### src/rtl/axi_resp_stall_injector.sv
// AXI4 pass-through that injects programmable stall bubbles on the B and R response channels.
// Define AXI_RESP_STALL_INJ_STATS_EN to add saturating stall-cycle counters on two extra outputs.

package axi_resp_stall_injector_pkg;
  typedef struct packed {
    logic [3:0]  id;
    logic [31:0] addr;
    logic [7:0]  len;
    logic [2:0]  size;
    logic [1:0]  burst;
  } ax_chan_t;

  typedef struct packed {
    logic [63:0] data;
    logic [7:0]  strb;
    logic        last;
  } w_chan_t;

  typedef struct packed {
    logic [3:0] id;
    logic [1:0] resp;
  } b_chan_t;

  typedef struct packed {
    logic [3:0]  id;
    logic [63:0] data;
    logic [1:0]  resp;
    logic        last;
  } r_chan_t;

  typedef struct packed {
    ax_chan_t aw;
    logic     aw_valid;
    w_chan_t  w;
    logic     w_valid;
    logic     b_ready;
    ax_chan_t ar;
    logic     ar_valid;
    logic     r_ready;
  } axi_req_t;

  typedef struct packed {
    logic    aw_ready;
    logic    ar_ready;
    logic    w_ready;
    logic    b_valid;
    b_chan_t b;
    logic    r_valid;
    r_chan_t r;
  } axi_resp_t;
endpackage

module axi_resp_stall_injector #(
  parameter type req_t  = axi_resp_stall_injector_pkg::axi_req_t,
  parameter type resp_t = axi_resp_stall_injector_pkg::axi_resp_t,
  parameter int unsigned StallWidth = 8,
  parameter logic [StallWidth-1:0] InitialBStall = '0,
  parameter logic [StallWidth-1:0] InitialRStall = '0,
  parameter logic [15:0] LfsrSeed = 16'hACE1
) (
  input  logic                  clk_i,
  input  logic                  rst_i,
  input  logic                  cfg_en_i,
  input  logic [StallWidth-1:0] cfg_b_max_i,
  input  logic [StallWidth-1:0] cfg_r_max_i,
  input  req_t                  slv_req_i,
  output resp_t                 slv_resp_o,
  output req_t                  mst_req_o,
  input  resp_t                 mst_resp_i,
  output logic                  b_stalling_o,
  output logic                  r_stalling_o
`ifdef AXI_RESP_STALL_INJ_STATS_EN
  ,
  output logic [31:0]           b_stall_cycles_o,
  output logic [31:0]           r_stall_cycles_o
`endif
);

  localparam logic [1:0] PASS  = 2'd0;
  localparam logic [1:0] STALL = 2'd1;
  localparam logic [1:0] HOLD  = 2'd2;
  localparam int unsigned ChanW = StallWidth + 2;
  localparam logic [StallWidth:0] ModOne = (StallWidth+1)'(1);

  logic [1:0]            r_bState, r_rState;
  logic [StallWidth-1:0] r_bCnt, r_rCnt;
  logic [15:0]           r_lfsr;
  logic [15:0]           w_lfsrNext;
  logic                  w_bStall, w_rStall, w_bHs, w_rHs;
  logic [StallWidth-1:0] w_bDraw, w_rDraw;
  logic [ChanW-1:0]      w_bNext, w_rNext;

  function automatic logic [15:0] lfsrStep(input logic [15:0] v);
    return {v[14:0], v[15] ^ v[13] ^ v[12] ^ v[10]};
  endfunction

  // Remainder is formed one bit wider so an all-ones maximum cannot overflow max+1.
  function automatic logic [StallWidth-1:0] drawStall(input logic [StallWidth-1:0] rnd,
                                                      input logic [StallWidth-1:0] maxV);
    logic [StallWidth:0] rem;
    rem = {1'b0, rnd} % ({1'b0, maxV} + ModOne);
    return rem[StallWidth-1:0];
  endfunction

  function automatic logic [ChanW-1:0] nextChan(input logic [1:0]            st,
                                                input logic [StallWidth-1:0] cnt,
                                                input logic                  dnValid,
                                                input logic                  upReady,
                                                input logic                  hs,
                                                input logic                  en,
                                                input logic [StallWidth-1:0] draw);
    logic [1:0]            nSt;
    logic [StallWidth-1:0] nCnt;
    nSt  = st;
    nCnt = cnt;
    if (st == STALL) begin
      if (cnt <= StallWidth'(1)) begin
        nSt  = PASS;
        nCnt = '0;
      end else begin
        nCnt = cnt - StallWidth'(1);
      end
    end else if (hs) begin
      if (en && (draw != '0)) begin
        nSt  = STALL;
        nCnt = draw;
      end else begin
        nSt  = PASS;
        nCnt = '0;
      end
    end else if (st == PASS) begin
      if (dnValid && !upReady) nSt = HOLD;
    end else if (!dnValid) begin
      nSt = PASS;
    end
    return {nSt, nCnt};
  endfunction

  assign w_bStall     = (r_bState == STALL);
  assign w_rStall     = (r_rState == STALL);
  assign b_stalling_o = w_bStall;
  assign r_stalling_o = w_rStall;

  assign w_bHs = mst_resp_i.b_valid & slv_req_i.b_ready & ~w_bStall;
  assign w_rHs = mst_resp_i.r_valid & slv_req_i.r_ready & ~w_rStall;

  always_comb begin
    mst_req_o          = slv_req_i;
    mst_req_o.b_ready  = slv_req_i.b_ready & ~w_bStall;
    mst_req_o.r_ready  = slv_req_i.r_ready & ~w_rStall;
    slv_resp_o         = mst_resp_i;
    slv_resp_o.b_valid = mst_resp_i.b_valid & ~w_bStall;
    slv_resp_o.r_valid = mst_resp_i.r_valid & ~w_rStall;
  end

  // When both channels draw together, B takes the current LFSR value and R the next one.
  assign w_bDraw = drawStall(StallWidth'(r_lfsr), cfg_b_max_i);
  assign w_rDraw = drawStall(StallWidth'(w_bHs ? lfsrStep(r_lfsr) : r_lfsr), cfg_r_max_i);

  always_comb begin
    w_lfsrNext = r_lfsr;
    if (w_bHs && w_rHs)      w_lfsrNext = lfsrStep(lfsrStep(r_lfsr));
    else if (w_bHs || w_rHs) w_lfsrNext = lfsrStep(r_lfsr);
  end

  assign w_bNext = nextChan(r_bState, r_bCnt, mst_resp_i.b_valid, slv_req_i.b_ready,
                            w_bHs, cfg_en_i, w_bDraw);
  assign w_rNext = nextChan(r_rState, r_rCnt, mst_resp_i.r_valid, slv_req_i.r_ready,
                            w_rHs, cfg_en_i, w_rDraw);

  always_ff @(posedge clk_i) begin
    if (rst_i) begin
      r_bState <= (InitialBStall != '0) ? STALL : PASS;
      r_rState <= (InitialRStall != '0) ? STALL : PASS;
      r_bCnt   <= InitialBStall;
      r_rCnt   <= InitialRStall;
      r_lfsr   <= LfsrSeed;
    end else begin
      {r_bState, r_bCnt} <= w_bNext;
      {r_rState, r_rCnt} <= w_rNext;
      r_lfsr             <= w_lfsrNext;
    end
  end

`ifdef AXI_RESP_STALL_INJ_STATS_EN
  logic [31:0] r_bStallCycles, r_rStallCycles;

  always_ff @(posedge clk_i) begin
    if (rst_i) begin
      r_bStallCycles <= '0;
      r_rStallCycles <= '0;
    end else begin
      if (w_bStall && (r_bStallCycles != '1)) r_bStallCycles <= r_bStallCycles + 32'd1;
      if (w_rStall && (r_rStallCycles != '1)) r_rStallCycles <= r_rStallCycles + 32'd1;
    end
  end

  assign b_stall_cycles_o = r_bStallCycles;
  assign r_stall_cycles_o = r_rStallCycles;
`endif

endmodule

### config.mk
export PLATFORM = sky130hd
export DESIGN_NAME = axi_resp_stall_injector
export DESIGN_NICKNAME = d
export VERILOG_FILES = /design/src/rtl/axi_resp_stall_injector.sv
export SDC_FILE = /design/constraint.sdc
export NUM_CORES = 1
export LEC_CHECK = 0
export ABC_AREA = 1
export ABC_CLOCK_PERIOD_IN_PS = 13150
export CAP_MARGIN = 20
export CELL_PAD_IN_SITES_DETAIL_PLACEMENT = 0
export CELL_PAD_IN_SITES_GLOBAL_PLACEMENT = 1
export CORE_AREA = 2 2 211 213
export CTS_CLUSTER_SIZE = 28
export DETAILED_ROUTE_END_ITERATION = 12
export DIE_AREA = 0 0 213 215
export GPL_TIMING_DRIVEN = 0
export PLACE_DENSITY_LB_ADDON = 0.1
export SLEW_MARGIN = 20
export SYNTH_ARGS = -nofsm -noshare
export SYNTH_HDL_FRONTEND = slang
export SYNTH_SLANG_ARGS = --single-unit
### constraint.sdc
create_clock -name clk_i -period 13.15 [get_ports clk_i]
set_input_delay 2.63 -clock clk_i [delete_from_list [all_inputs] [get_ports clk_i]]
set_output_delay 2.63 -clock clk_i [all_outputs]
set_load 0.05 [all_outputs]
# After elaboration in Yosys (flattened, before gate mapping)

Cells that the tools add are included.

Output and inout port bits: 260
Flip-flop bits (word level): 36
Bits of input ports: 277
Word-level logic and storage cells: 79

Mux-type cells: 25
Add/subtract/negate cells: 4
Equality and inequality tests: 8
Div/mod/pow operators: 2
Order comparisons: 2
Reductions and logical operators: 17
Bitwise operators: 16

Operators with widths:

| kind                                                            | number |
|---|---|
| two-way mux 8 bit                                               | 9 |
| two-way mux 16 bit                                              | 2 |
| two-way mux 2 bit                                               | 12 |
| adder 8 x 1 -> 9 bit (second input constant)                    | 2 |
| remainder unit 8 x 9 -> 9 bit                                   | 2 |
| less-or-equal comparator 8 x 1 -> 1 bit (second input constant) | 2 |
| nonzero test 8 bit                                              | 2 |
| subtractor 8 x 1 -> 8 bit (second input constant)               | 2 |
| bitwise AND 1 bit                                               | 8 |
| inequality test 4 x 1 -> 1 bit (second input constant)          | 2 |
| inequality test 4 x 3 -> 1 bit (second input constant)          | 2 |
| AND reduction 3 bit                                             | 2 |
| nonzero test 2 bit                                              | 3 |
| XOR 1 bit                                                       | 6 |
| logical AND 1 bit                                               | 5 |
| == test 2 x 1 -> 1 bit (second input constant)                  | 2 |
| logical NOT 2 bit                                               | 2 |
| inequality test 2 x 1 -> 1 bit (second input constant)          | 2 |
| logical NOT 1 bit                                               | 2 |
| two-way mux 1 bit                                               | 2 |
| inverter 1 bit                                                  | 2 |
| logical OR 1 bit                                                | 1 |

# Depth between registers and ports, before layout

Gate-level depths: netlist (run 1).

Depth in word-level cells: 10
Gate-level depth with buffers: 100
Gate-level depth less buffers: 100

# Worst setup path after synthesis (run 1)

No wires, ideal clock.

Path kind: input -> register
From: input port cfg_r_max_i[0]
To: register r_rState[0]
Path slack: -0.954 ns
Stages: 93
Required time: 13.019 ns
Arrival: 13.974 ns
Path buffers: 1
Setup time: 0.131 ns
Cells stage by stage: ha_1 xnor2_1 nand3_1 nor2_1 nand2_1 nor4_4 ha_1 inv_1 nor2_1 o21ai_0 nor2_2 o21ai_1 inv_1 ha_1 nand2_1 nor2_1 nand3_1 nor2_1 [... 57 more ...] inv_1 ha_1 inv_1 nor3_1 nand4_1 o2111ai_2 clkinv_1 nand3_1 o21a_1 nand2_1 nor2_1 nand3_1 nor2_1 nand3_1 nand2_1 nand2_1 nand2_1 a21oi_2

Longest elaborated chain between the ends: 7

Ends and longest elaborated chain:

| item                          | RTL line | text |
|---|---|---|
| from (decl)                   | 65       | `input logic [StallWidth-1:0] cfg_r_max_i,` |
| adder 8 x 1 -> 9 bit          | 101      | `rem = {1'b0, rnd} % ({1'b0, maxV} + ModOne);` |
| remainder unit 8 x 9 -> 9 bit | 101      |  |
| nonzero test 8 bit            | 124      | `if (en && (draw != '0)) begin` |
| logical AND 1 bit             | 124      |  |
| two-way mux 1 bit             | 124      |  |
| two-way mux 2 bit             | 123      | `end else if (hs) begin` |
| two-way mux 2 bit             | 116      | `if (st == STALL) begin` |
| to (signal assigned)          | 174      | `r_rState <= (InitialRStall != '0) ? STALL : PASS;` |
| to (signal assigned)          | 180      | `{r_rState, r_rCnt} <= w_rNext;` |
| to (decl)                     | 85       | `logic [1:0] r_bState, r_rState;` |

Every way passes these cells.
A chain may end at the register's enable or synchronous reset.

# Worst setup path in the final report (run 1)

From: input port cfg_b_max_i[0]
To: register r_bState[0]

Longest elaborated chain between the ends: 7

Ends and longest elaborated chain:

| item                          | RTL line | text |
|---|---|---|
| from (decl)                   | 64       | `input logic [StallWidth-1:0] cfg_b_max_i,` |
| adder 8 x 1 -> 9 bit          | 101      |  |
| remainder unit 8 x 9 -> 9 bit | 101      |  |
| nonzero test 8 bit            | 124      |  |
| logical AND 1 bit             | 124      |  |
| two-way mux 1 bit             | 124      |  |
| two-way mux 2 bit             | 123      |  |
| two-way mux 2 bit             | 116      |  |
| to (signal assigned)          | 173      | `r_bState <= (InitialBStall != '0) ? STALL : PASS;` |
| to (signal assigned)          | 179      | `{r_bState, r_bCnt} <= w_bNext;` |
| to (decl)                     | 85       |  |

Every way passes these cells.

==> results.toml, run 1 <==
[detailed_routing]
drtIter0Drc = 273
ant_nets = 0
vias = 10700
routedWlPerCell_microns = 13.8
finalWirelength_microns = 35000
via_per_inst = 4.22
drc = 0
firstDrtPassIters = 4

[worst_setup_path]
crit_type = "input port to flip-flop"
critPathSlowestCell = "nor4_4"
reg2reg_from = "r_bState[1]$_SDFFE_PP0P_"
regToRegEndpoint = "r_rState[0]$_SDFFE_PP0P_"
cp.required_ps = 13300
crit_family = "simple AND/OR/NAND/NOR gates"
arrival_ps = 13840
worst_setup_path_start_kind = "input port"
cp-endpoint = "r_bState[0]$_SDFFE_PP0P_"
critPathMaxFanout = 8
r2r_slack_ps = 1550
crit_top_cell = "nand2_2"
critPathBufInv = 18
worstRegToRegCells = 91
critPathCaptureType = "flip-flop"
critical_path_depth = 86
critPathMaxStageDelay_ps = 390
critPathLaunch = "cfg_b_max_i[0]"

[timing]
hold_violations = 0
fin_crit_ps = 13690
worst_slew_margin_rel_pct = 47.6
finalCritPeriodShare_pct = 104
rsz0062_at_grt = "yes"
fin_tns_setup_ps = -3360
final-setup-viol-count = 16
fin_skew_ps = 2.96
setup_ws_ps = -539
worst_pin_slew_ps = 785
finalMaxSlewViolations = 0
fmax_mhz = 73.0

[synthesis]
yosys.area_share.simple_pct = 31.2
synth_xor_area_share_pct = 5.62
yosys.area_share.adder_pct = 13.9
synth-compound-area-share_pct = 13.2
synth_cell_types = 59
synth-edff-count = 0
synth-seq-cells = 36
synthArstFlopShare_pct = 0
syn-instance-count = 1443
avgSynthCellArea_sq_um = 6.45
synth-main-ff-cell = "dfxtp_1"
synth_top_family_by_area = "simple AND/OR/NAND/NOR gates"
synth_warnings = 0
yosysSeqAreaShare_pct = 7.74
synth.cell_area_sq_um = 9310
synthesis.nets = 1822
synth.mux.area_fraction_pct = 0

[clocking]
cts_tree = "built"
cts_made_buffers = 5
clock-sinks = 36
htree_levels = 2
postCtsHoldBufs = 0
clk_pin_slew_worst_paths_ps = 60
root_buffer = "clkbuf_16"
clockBufferDepth = 2
clock_latency_ps = 280

[global_route]
grt.overflow.total = 0
grt_pass1_vias = 10500
grt_usage_pct = 14.3
grt_antenna_before_repair = 0
grt_first_pass_wirelength_microns = 53700
grt_max_degree = 11

[flow_run]
drv_cap = 0

[finish]
n_antenna_cell = 0
fin_cells = 2536
nets = 2323
layout-drive-gt1-share_pct = 48.7
area_delta_synth_final_pct = 81.4

[floorplanning]
die-area_sq_um = 45800
chipWidth_microns = 213
dieHeight_microns = 215
start_util_pct = 21.3
io_pins = 537
row_count = 77
core_sq_um = 43600

[min_path]
hold_path.class = "flip-flop to flip-flop"

[place]
place_inst = 2317
dpl.hpwl_microns = 27000
gp_congestion = 0.789
post-place-ws_ps = -3490
io_buffers = 282

[power_and_ir_drop]
max-vdd-ir-drop_uv = 56.6
seq_power_share_pct = 6.6
p_per_area_nw_per_um2 = 126
total_power_w = 0.00213
switching_share_pct = 50.4
p_clk_share_pct = 5.9
p_int_w = 0.00106
comb_power_share_pct = 87.5
switchingPower_w = 0.00108
p_leak_nw = 7.82

[status]
status = "finished with violations"
violations = "setup timing"
==> logic make-up (layout without fill, tap and decap cells) <==
family | after synthesis | after routing
buf+inv | 446 | 946
flops | 36 | 36
fa+ha+maj | 102 | 102
compound gates | 200 | 200
xor+xnor | 58 | 58
simple gates | 601 | 602
==> tightest hold or removal path, cell delays in order, from the launching register on <==
cell and delay [ps]:
dfxtp_1 320, nor2_1 100, a211oi_1 50
==> metal layers <==
layer / up-vias / global-route usage (%) / routed length, microns
met2: 208 / 28.0 / 19100
met5: - / 0 / 0
met1: 5001 / 17.3 / 14600
met3: 19 / 0.862 / 1040
li1: 5465 / - / -
met4: 0 / 1.91 / 323
==> flip-flops by register name, indices dropped and copies added (netlist names) <==
name      cells
r_rState      2
r_bState      2
r_rCnt        8
r_bCnt        8
r_lfsr       16
==> worst min-delay path by stage <==
| stage | endpoint | cells past startpoint | startpoint |
|---|---|---|---|
| after floorplan | r_lfsr[10]$_SDFFE_PP1P_ | 2 | r_lfsr[8]$_SDFFE_PP0P_ |
| after global placement | r_lfsr[10]$_SDFFE_PP1P_ | 2 | r_lfsr[8]$_SDFFE_PP0P_ |
| after detailed placement | r_lfsr[10]$_SDFFE_PP1P_ | 2 | r_lfsr[8]$_SDFFE_PP0P_ |
| after CTS | r_lfsr[8]$_SDFFE_PP0P_ | 2 | r_lfsr[8]$_SDFFE_PP0P_ |
| after global routing | r_lfsr[10]$_SDFFE_PP1P_ | 2 | r_lfsr[8]$_SDFFE_PP0P_ |
| final | r_lfsr[8]$_SDFFE_PP0P_ | 2 | r_lfsr[8]$_SDFFE_PP0P_ |
==> cell usage in the layout, fill, tap and decap left out, types with 14 or more instances in the layout <==
cell	synthesis	layout
a21oi_1	62	35
a21oi_2	1	24
a31oi_1	14	14
buf_4	255	453
buf_6	0	15
clkdlybuf4s50_1	0	264
dfxtp_1	36	36
ha_1	100	47
ha_4	0	53
inv_1	166	131
inv_2	8	31
nand2_1	280	175
nand2_2	34	101
nand2_4	6	40
nand3_1	99	49
nand3_2	10	40
nand3_4	2	22
nand4_1	14	14
nor2_1	87	75
o21ai_0	54	30
o21ai_2	9	26
or2_2	23	19
xnor2_1	22	21
xor2_1	34	30
==> per-stage QoR <==
step	hold WS, ps	util, %	area, sq um
detailed placement	510	30.4	13300
CTS	519	36.6	16000
floorplan	474	-	9700
global placement	511	30.4	13300
global route	561	38.7	16900
finish	524	38.7	16900
==> power groups by stage <==
stage | Clock [W] | Sequential, W | Combinational (W)
final | 0.000125 | 0.000142 | 0.00187
after global routing | 0.000134 | 0.000145 | 0.00204
after CTS | 0.000131 | 0.000142 | 0.00167
after detailed placement | 0 | 0.000143 | 0.00129
after global placement | 0 | 0.000144 | 0.00130
after floorplan | 0 | 0.000138 | 0.000993
==> area by class of cell <==
type,instances,area (sq um)
Buffer,268,1990
Clock buffer,7,153
Fill cell,4557,26800
Inverter,178,736
Multi-Input combinational cell,962,8110
Sequential cell,36,721
Tap cell,592,741
Timing Repair Buffer,493,4440
==> synthesized netlist by cell type (14+ instances only) <==
cell type    n  area, sq um
a21oi_1     62          310
a31oi_1     14         87.6
buf_4      255         1910
dfxtp_1     36          721
ha_1       100         1250
inv_1      166          623
nand2_1    280         1050
nand2_2     34          213
nand3_1     99          495
nand4_1     14         87.6
nor2_1      87          327
o21ai_0     54          270
or2_2       23          144
xnor2_1     22          193
xor2_1      34          298
==> repair_timing <==
item | 4_1_cts | 5_1_grt
cloned | 1 | 0
resized for setup | 358 | 151
pin swaps | 197 | 157
endpoints found under the setup margin | 18 | 18
setup buffers | 172 | 40
Note: power is estimated with default switching activity, not from simulation.
==> inputs of run 2 (changes only) <==
Settings changed: CTS_CLUSTER_SIZE 28 to 25.
==> results of run 2 <==
Final layout, timing and power as in run 1 (identical DEF).
